## src/rtl/output_layer_accumulator_pkg.sv

```systemverilog
// Shared constants, FSM encoding and the saturating accumulate used by every lane
// of the classifier output layer.
package output_layer_pkg;

  localparam int NUM_SIZE  = 26;
  localparam int NUM_OUT   = 10;
  localparam int NUM_IN    = 64;
  localparam int IN_SIZE   = 8;
  localparam int W_SIZE    = 8;
  localparam int PROD_SIZE = IN_SIZE + W_SIZE;
  localparam int CNT_W     = $clog2(NUM_IN + 1);

  typedef enum logic [1:0] {
    IDLE  = 2'd0,
    ACCUM = 2'd1,
    DRAIN = 2'd2,
    DONE  = 2'd3
  } state_e;

  // One guard bit catches overflow; the result clamps every time, never sticks.
  function automatic logic signed [NUM_SIZE-1:0] sat_add(
    input logic signed [NUM_SIZE-1:0]  acc,
    input logic signed [PROD_SIZE-1:0] prod
  );
    logic signed [NUM_SIZE:0] sum;
    sum = {acc[NUM_SIZE-1], acc} + {{(NUM_SIZE+1-PROD_SIZE){prod[PROD_SIZE-1]}}, prod};
    if (sum[NUM_SIZE] != sum[NUM_SIZE-1]) begin
      return sum[NUM_SIZE] ? {1'b1, {(NUM_SIZE-1){1'b0}}} : {1'b0, {(NUM_SIZE-1){1'b1}}};
    end
    return sum[NUM_SIZE-1:0];
  endfunction

endpackage

```

## src/rtl/output_layer_accumulator_if.sv

```systemverilog
// Frame control, feature/weight stream and packed score result of the output layer.
interface output_layer_accumulator_if;
  import output_layer_pkg::*;

  logic                         Start;
  logic [NUM_SIZE*NUM_OUT-1:0]  Bias;
  logic                         InValid;
  logic                         InReady;
  logic [IN_SIZE-1:0]           InFeature;
  logic [W_SIZE*NUM_OUT-1:0]    InWeights;
  logic [NUM_SIZE*NUM_OUT-1:0]  Num;
  logic                         NumValid;
  logic                         Busy;

  modport master (
    output Start, Bias, InValid, InFeature, InWeights,
    input  InReady, Num, NumValid, Busy
  );

  modport slave (
    input  Start, Bias, InValid, InFeature, InWeights,
    output InReady, Num, NumValid, Busy
  );
endinterface

```

## src/rtl/output_layer_accumulator_lane.sv

```systemverilog
// One accumulator lane: registered feature*weight product followed by a
// saturating add into the bias-initialised accumulator.
module sat_mac_lane
  import output_layer_pkg::*;
(
  input  logic                        clk_i,
  input  logic                        rst_ni,
  input  logic                        load_i,
  input  logic signed [NUM_SIZE-1:0]  bias_i,
  input  logic                        beat_i,
  input  logic signed [IN_SIZE-1:0]   feature_i,
  input  logic signed [W_SIZE-1:0]    weight_i,
  output logic signed [NUM_SIZE-1:0]  acc_next_o
);

  logic signed [PROD_SIZE-1:0] prod_q, prod_d;
  logic                        prod_valid_q;
  logic signed [NUM_SIZE-1:0]  acc_q, acc_d;

  always_comb begin
    prod_d = feature_i * weight_i;
    acc_d  = acc_q;
    if (load_i) begin
      acc_d = bias_i;
    end else if (prod_valid_q) begin
      acc_d = sat_add(acc_q, prod_q);
    end
  end

  // The top captures the next-state value so the final add lands in Num on the same edge.
  assign acc_next_o = acc_d;

  always_ff @(posedge clk_i or negedge rst_ni) begin
    if (!rst_ni) begin
      prod_q       <= '0;
      prod_valid_q <= 1'b0;
      acc_q        <= '0;
    end else begin
      prod_valid_q <= beat_i;
      if (beat_i) begin
        prod_q <= prod_d;
      end
      acc_q <= acc_d;
    end
  end

endmodule

```

## src/rtl/output_layer_accumulator.sv

```systemverilog
// Classifier output layer: frame FSM, beat counter and result register around
// NUM_OUT independent saturating MAC lanes.
module output_layer_accumulator
  import output_layer_pkg::*;
(
  input  logic                        Clock,
  input  logic                        GlobalResetN,
  output_layer_accumulator_if.slave   bus
);

  state_e                       state_q, state_d;
  logic [CNT_W-1:0]             cnt_q, cnt_d;
  logic [NUM_SIZE*NUM_OUT-1:0]  num_q;
  logic                         num_valid_q, num_valid_d;
  logic                         load;
  logic                         beat;
  logic                         capture;
  logic                         in_ready;
  logic                         busy;
  logic [NUM_SIZE*NUM_OUT-1:0]  acc_next;

  always_comb begin
    state_d     = state_q;
    cnt_d       = cnt_q;
    num_valid_d = num_valid_q;
    load        = 1'b0;
    beat        = 1'b0;
    capture     = 1'b0;
    in_ready    = 1'b0;
    busy        = 1'b0;
    case (state_q)
      IDLE, DONE: begin
        if (bus.Start) begin
          load        = 1'b1;
          cnt_d       = '0;
          num_valid_d = 1'b0;
          state_d     = ACCUM;
        end
      end
      ACCUM: begin
        in_ready = 1'b1;
        busy     = 1'b1;
        beat     = bus.InValid;
        if (beat) begin
          cnt_d = cnt_q + 1'b1;
          if (cnt_q == CNT_W'(NUM_IN - 1)) begin
            state_d = DRAIN;
          end
        end
      end
      DRAIN: begin
        busy        = 1'b1;
        capture     = 1'b1;
        num_valid_d = 1'b1;
        state_d     = DONE;
      end
      default: state_d = IDLE;
    endcase
  end

  always_ff @(posedge Clock or negedge GlobalResetN) begin
    if (!GlobalResetN) begin
      state_q     <= IDLE;
      cnt_q       <= '0;
      num_q       <= '0;
      num_valid_q <= 1'b0;
    end else begin
      state_q     <= state_d;
      cnt_q       <= cnt_d;
      num_valid_q <= num_valid_d;
      if (capture) begin
        num_q <= acc_next;
      end
    end
  end

  for (genvar gi = 0; gi < NUM_OUT; gi++) begin : g_lane
    sat_mac_lane u_lane (
      .clk_i      (Clock),
      .rst_ni     (GlobalResetN),
      .load_i     (load),
      .bias_i     (bus.Bias[NUM_SIZE*gi +: NUM_SIZE]),
      .beat_i     (beat),
      .feature_i  (bus.InFeature),
      .weight_i   (bus.InWeights[W_SIZE*gi +: W_SIZE]),
      .acc_next_o (acc_next[NUM_SIZE*gi +: NUM_SIZE])
    );
  end

  assign bus.InReady  = in_ready;
  assign bus.Busy     = busy;
  assign bus.Num      = num_q;
  assign bus.NumValid = num_valid_q;

endmodule
```

## src/flat_wrapper.sv

```systemverilog
// flat-port wrapper written by rule: the top's interface ports become plain ports
module output_layer_accumulator_flat import output_layer_pkg::*;
  (Clock, GlobalResetN, bus_Start, bus_Bias, bus_InValid, bus_InFeature, bus_InWeights, bus_InReady, bus_Num, bus_NumValid, bus_Busy);
  output_layer_accumulator_if bus_i ();
  input  logic Clock;
  input  logic GlobalResetN;
  input wire logic [$bits(bus_i.Start)-1:0] bus_Start;
  input wire logic [$bits(bus_i.Bias)-1:0] bus_Bias;
  input wire logic [$bits(bus_i.InValid)-1:0] bus_InValid;
  input wire logic [$bits(bus_i.InFeature)-1:0] bus_InFeature;
  input wire logic [$bits(bus_i.InWeights)-1:0] bus_InWeights;
  output wire logic [$bits(bus_i.InReady)-1:0] bus_InReady;
  output wire logic [$bits(bus_i.Num)-1:0] bus_Num;
  output wire logic [$bits(bus_i.NumValid)-1:0] bus_NumValid;
  output wire logic [$bits(bus_i.Busy)-1:0] bus_Busy;
  assign bus_i.Start = bus_Start;
  assign bus_i.Bias = bus_Bias;
  assign bus_i.InValid = bus_InValid;
  assign bus_i.InFeature = bus_InFeature;
  assign bus_i.InWeights = bus_InWeights;
  assign bus_InReady = bus_i.InReady;
  assign bus_Num = bus_i.Num;
  assign bus_NumValid = bus_i.NumValid;
  assign bus_Busy = bus_i.Busy;
  output_layer_accumulator u_core (.Clock(Clock), .GlobalResetN(GlobalResetN), .bus(bus_i));
endmodule
```

## config.mk

```make
export PLATFORM = sky130hd
export DESIGN_NAME = output_layer_accumulator_flat
export DESIGN_NICKNAME = d
export VERILOG_FILES = /design/src/rtl/output_layer_accumulator_pkg.sv /design/src/rtl/output_layer_accumulator_if.sv /design/src/rtl/output_layer_accumulator_lane.sv /design/src/rtl/output_layer_accumulator.sv /design/src/flat_wrapper.sv
export SDC_FILE = /design/constraint.sdc
export NUM_CORES = 2
export LEC_CHECK = 0
export BUFFER_PORTS_ARGS = -buffer_cell sky130_fd_sc_hd__buf_4
export CORE_ASPECT_RATIO = 1.25
export CORE_UTILIZATION = 35
export DETAILED_ROUTE_END_ITERATION = 10
export SYNTH_ARGS = -nofsm -noshare
export SYNTH_HDL_FRONTEND = slang
export SYNTH_HIERARCHICAL = 1
export SYNTH_SLANG_ARGS = --single-unit
```

## constraint.sdc

```tcl
create_clock -name Clock -period 8.49 [get_ports Clock]
set_clock_uncertainty 0.15 [all_clocks]
set_input_delay 0.849 -clock Clock [delete_from_list [all_inputs] [get_ports Clock]]
set_output_delay 0.849 -clock Clock [all_outputs]
set_load 0.05 [all_outputs]
```

==> impl_metrics.tcl <==
set metrics [dict create \
    die_area_um2 197000 \
    cts.path.max_buffers 3 \
    regToRegSetupSlack_ps 4100 \
    cp-start-kind "input pin" \
    synth_commonest_cells "inv_1, dfrtp_1, fa_1" \
    portBuffers 614 \
    path_clk_slew_ps 60 \
    first_global_vias 55600 \
    drv_slew 0 \
    drc 0 \
    ys_seq_area_share_pct 25.6 \
    syn_area_um2 68300 \
    final_nets 9140 \
    row_count 180 \
    cp-end-kind "register" \
    rsz0062_at_grt "false" \
    synth.distinct_cells 136 \
    io_pins 615 \
    gp_congestion 0.925 \
    antenna_found_initial 45 \
    ys_ff_latch 700 \
    synth.avg_cell_area_um2 9.56 \
    grt_pass1_wl_mm 310 \
    min_period_ps 5880 \
    drtPass1Iterations 7 \
    hold_class "input pin to register" \
    via_per_inst 5.16 \
    synth_edf_count 0 \
    synthCells 7146 \
    die_h_um 496 \
    yosys.cell_count.top_type "inv_1" \
    synth_top_area_share_pct 25.6 \
    synth_top_area_cell "dfrtp_1" \
    fmax_mhz 170 \
    clock_latency_ps 710 \
    rr_worst_depth 10 \
    grt.total_usage_pct 19.7 \
    arrival_ps 6280 \
    yosysWarnings 6 \
    cts_tree "built" \
    drive_gt1_share_pct 19.1 \
    worstMarginPinSlew_ps 1220 \
    initial_utilization_pct 35.4 \
    status "completed" \
    coreArea_um2 193000 \
    overflow 0 \
    hold_viol_final 0 \
    synth-async-reset-ratio_pct 100 \
    slowest_stage "or4b_2" \
    required_ps 8890 \
    wirelength_mm 194 \
    vias 53100 \
    crit_type "input pin to register" \
    wire_per_inst_um 18.9 \
    slowest_delay_ps 580 \
    slew-limit-headroom_pct 18.7 \
    clock-sinks 700 \
    cts_max_level 3 \
    path_common_cell "fa_1" \
    dp_hpwl_mm 151 \
    post-cts-setup-buffers 0 \
    postRouteAntennaNets 0 \
    cts-buffers-inserted 85 \
    area_growth_pct 14.5 \
    cts_root_buffer "clkbuf_16" \
    drv_cap 0 \
    syn-num-nets 8612 \
    fillers 19300 \
    totalNegativeSetupSlack_ps 0 \
    crit_chain "buf_4, buf_4, nand2_1, fa_1, fa_1, inv_1, fa_1, inv_1, fa_1, inv_1, ha_1, o21ai_0, a21boi_0, o21ai_0, a21boi_0, o211ai_1, nand4_1, or4b_2" \
    cp_max_fo 53 \
    drt_iter0_markers 2628 \
    die_width_um 397 \
    synthFlopType "dfrtp_1" \
    fin_crit_sh_pct 69.2 \
    setup_violations 0 \
    min_path_cells 2 \
    grt_max_degree 134 \
    synth_area_leaders "dfrtp_1, fa_1, ha_1" \
]
==> registers in the layout (all words and copies together), names as in the netlist <==
signal,count
u_core/state_q,2
u_core/g_lane.u_lane/acc_q,260
u_core/bus.Num,260
u_core/g_lane.u_lane/prod_q,160
u_core/bus.NumValid,1
u_core/cnt_q,7
u_core/g_lane.u_lane/prod_valid_q,10
==> cells by family after synthesis <==
family / Yosys count / share of synthesized area, %
buf+inv: 1162 / 7.11
mux: 376 / 6.21
flops: 700 / 25.6
compound gates: 1598 / 15.9
fa+ha+maj: 1119 / 26.6
xor+xnor: 317 / 4.06
simple gates: 1874 / 14.5
==> path summary, 6_finish.rpt <==
check	start	endpoint
worst max-delay path	bus_InFeature[3]	u_core/g_lane[1].u_lane/prod_q[14]
worst min-delay path	bus_Bias[103]	u_core/g_lane[3].u_lane/acc_q[25]
worst max register to register	u_core/g_lane[0].u_lane/prod_q[15]	u_core/bus.Num[9]
worst min register to register	u_core/g_lane[9].u_lane/prod_q[8]	u_core/g_lane[9].u_lane/prod_q[8]
max in group asynchronous	GlobalResetN	u_core/bus.Num[178]
min in group asynchronous	GlobalResetN	u_core/bus.Num[147]
==> area by class of cell <==
| cell class | count | area [um^2] | area share [%] |
|---|---|---|---|
| timing repair buffer | 647 | 4950 | 6.34 |
| clock inverter | 47 | 612 | 0.782 |
| tap | 2548 | 3190 | 4.08 |
| clock buffer | 110 | 2370 | 3.03 |
| inverter | 956 | 3590 | 4.59 |
| antenna | 7 | 17.5 | 0.0224 |
| multi-input combinational | 5284 | 46000 | 58.8 |
| sequential | 700 | 17500 | 22.4 |
==> worst max-delay path: cells and delay by family <==
kind	cells	cell delay, ps
compound gates	5	1020
fa+ha+maj	5	2300
buf+inv	5	1130
simple gates	3	810
==> timing repair <==
item                       in CTS  in global routing
setup endpoints to repair       0                  0
resized for setup               0                  0
hold endpoints to repair       16                  0
hold buffers                    1                  0
==> through the flow <==
step | setup WS (ps) | instance area (um^2) | hold WS, ps | util, % | std cells
3_5_place_dp | 1880 | 75200 | 334 | 38.9 | 10100
5_1_grt | 2220 | 78200 | 190 | 40.5 | 10300
2_1_floorplan | 3190 | 68300 | 305 | - | 7146
3_3_place_gp | 1940 | 75200 | 326 | 38.9 | 10100
6_report | 2610 | 78200 | 226 | 40.5 | 10300
4_1_cts | 2660 | 78200 | 151 | 40.5 | 10300
==> routing by layer <==
metal / track usage (%) / up-vias / routed length (um)
met5: 0 / - / 480
li1: - / 25400 / -
met1: 25.4 / 26200 / 85800
met3: 5.34 / 275 / 14200
met2: 32.4 / 1165 / 90000
met4: 5.00 / 76 / 4030
==> placed cells by master, fill, tap and decap left out, drive strengths merged, types with 13 or more instances in the layout <==
cell,Yosys,final
inv,951,960
dfrtp,700,700
buf,107,646
a21oi,593,593
nand2,569,569
fa,560,560
ha,554,554
and2,383,383
mux2,367,367
nor2,258,258
o21ai,243,243
xnor2,242,242
o22ai,230,230
nand3,137,137
a21o,123,123
nor2b,110,110
clkbuf,98,110
nor3,92,92
nand2b,87,87
xor2,75,75
o211ai,64,64
nand4,51,51
a31oi,47,47
a211oi,42,42
and3,36,36
o21bai,33,33
or3,30,30
nand3b,29,29
o31ai,28,28
or2,26,26
o21a,24,24
a21boi,23,23
clkinv,5,21
a211o,20,20
nand4b,14,14
a31o,14,14
o2111ai,14,14
nor3b,13,13
Power is not shown: default switching activity piles up to over one toggle a cycle in this logic, so the estimate is an artifact.
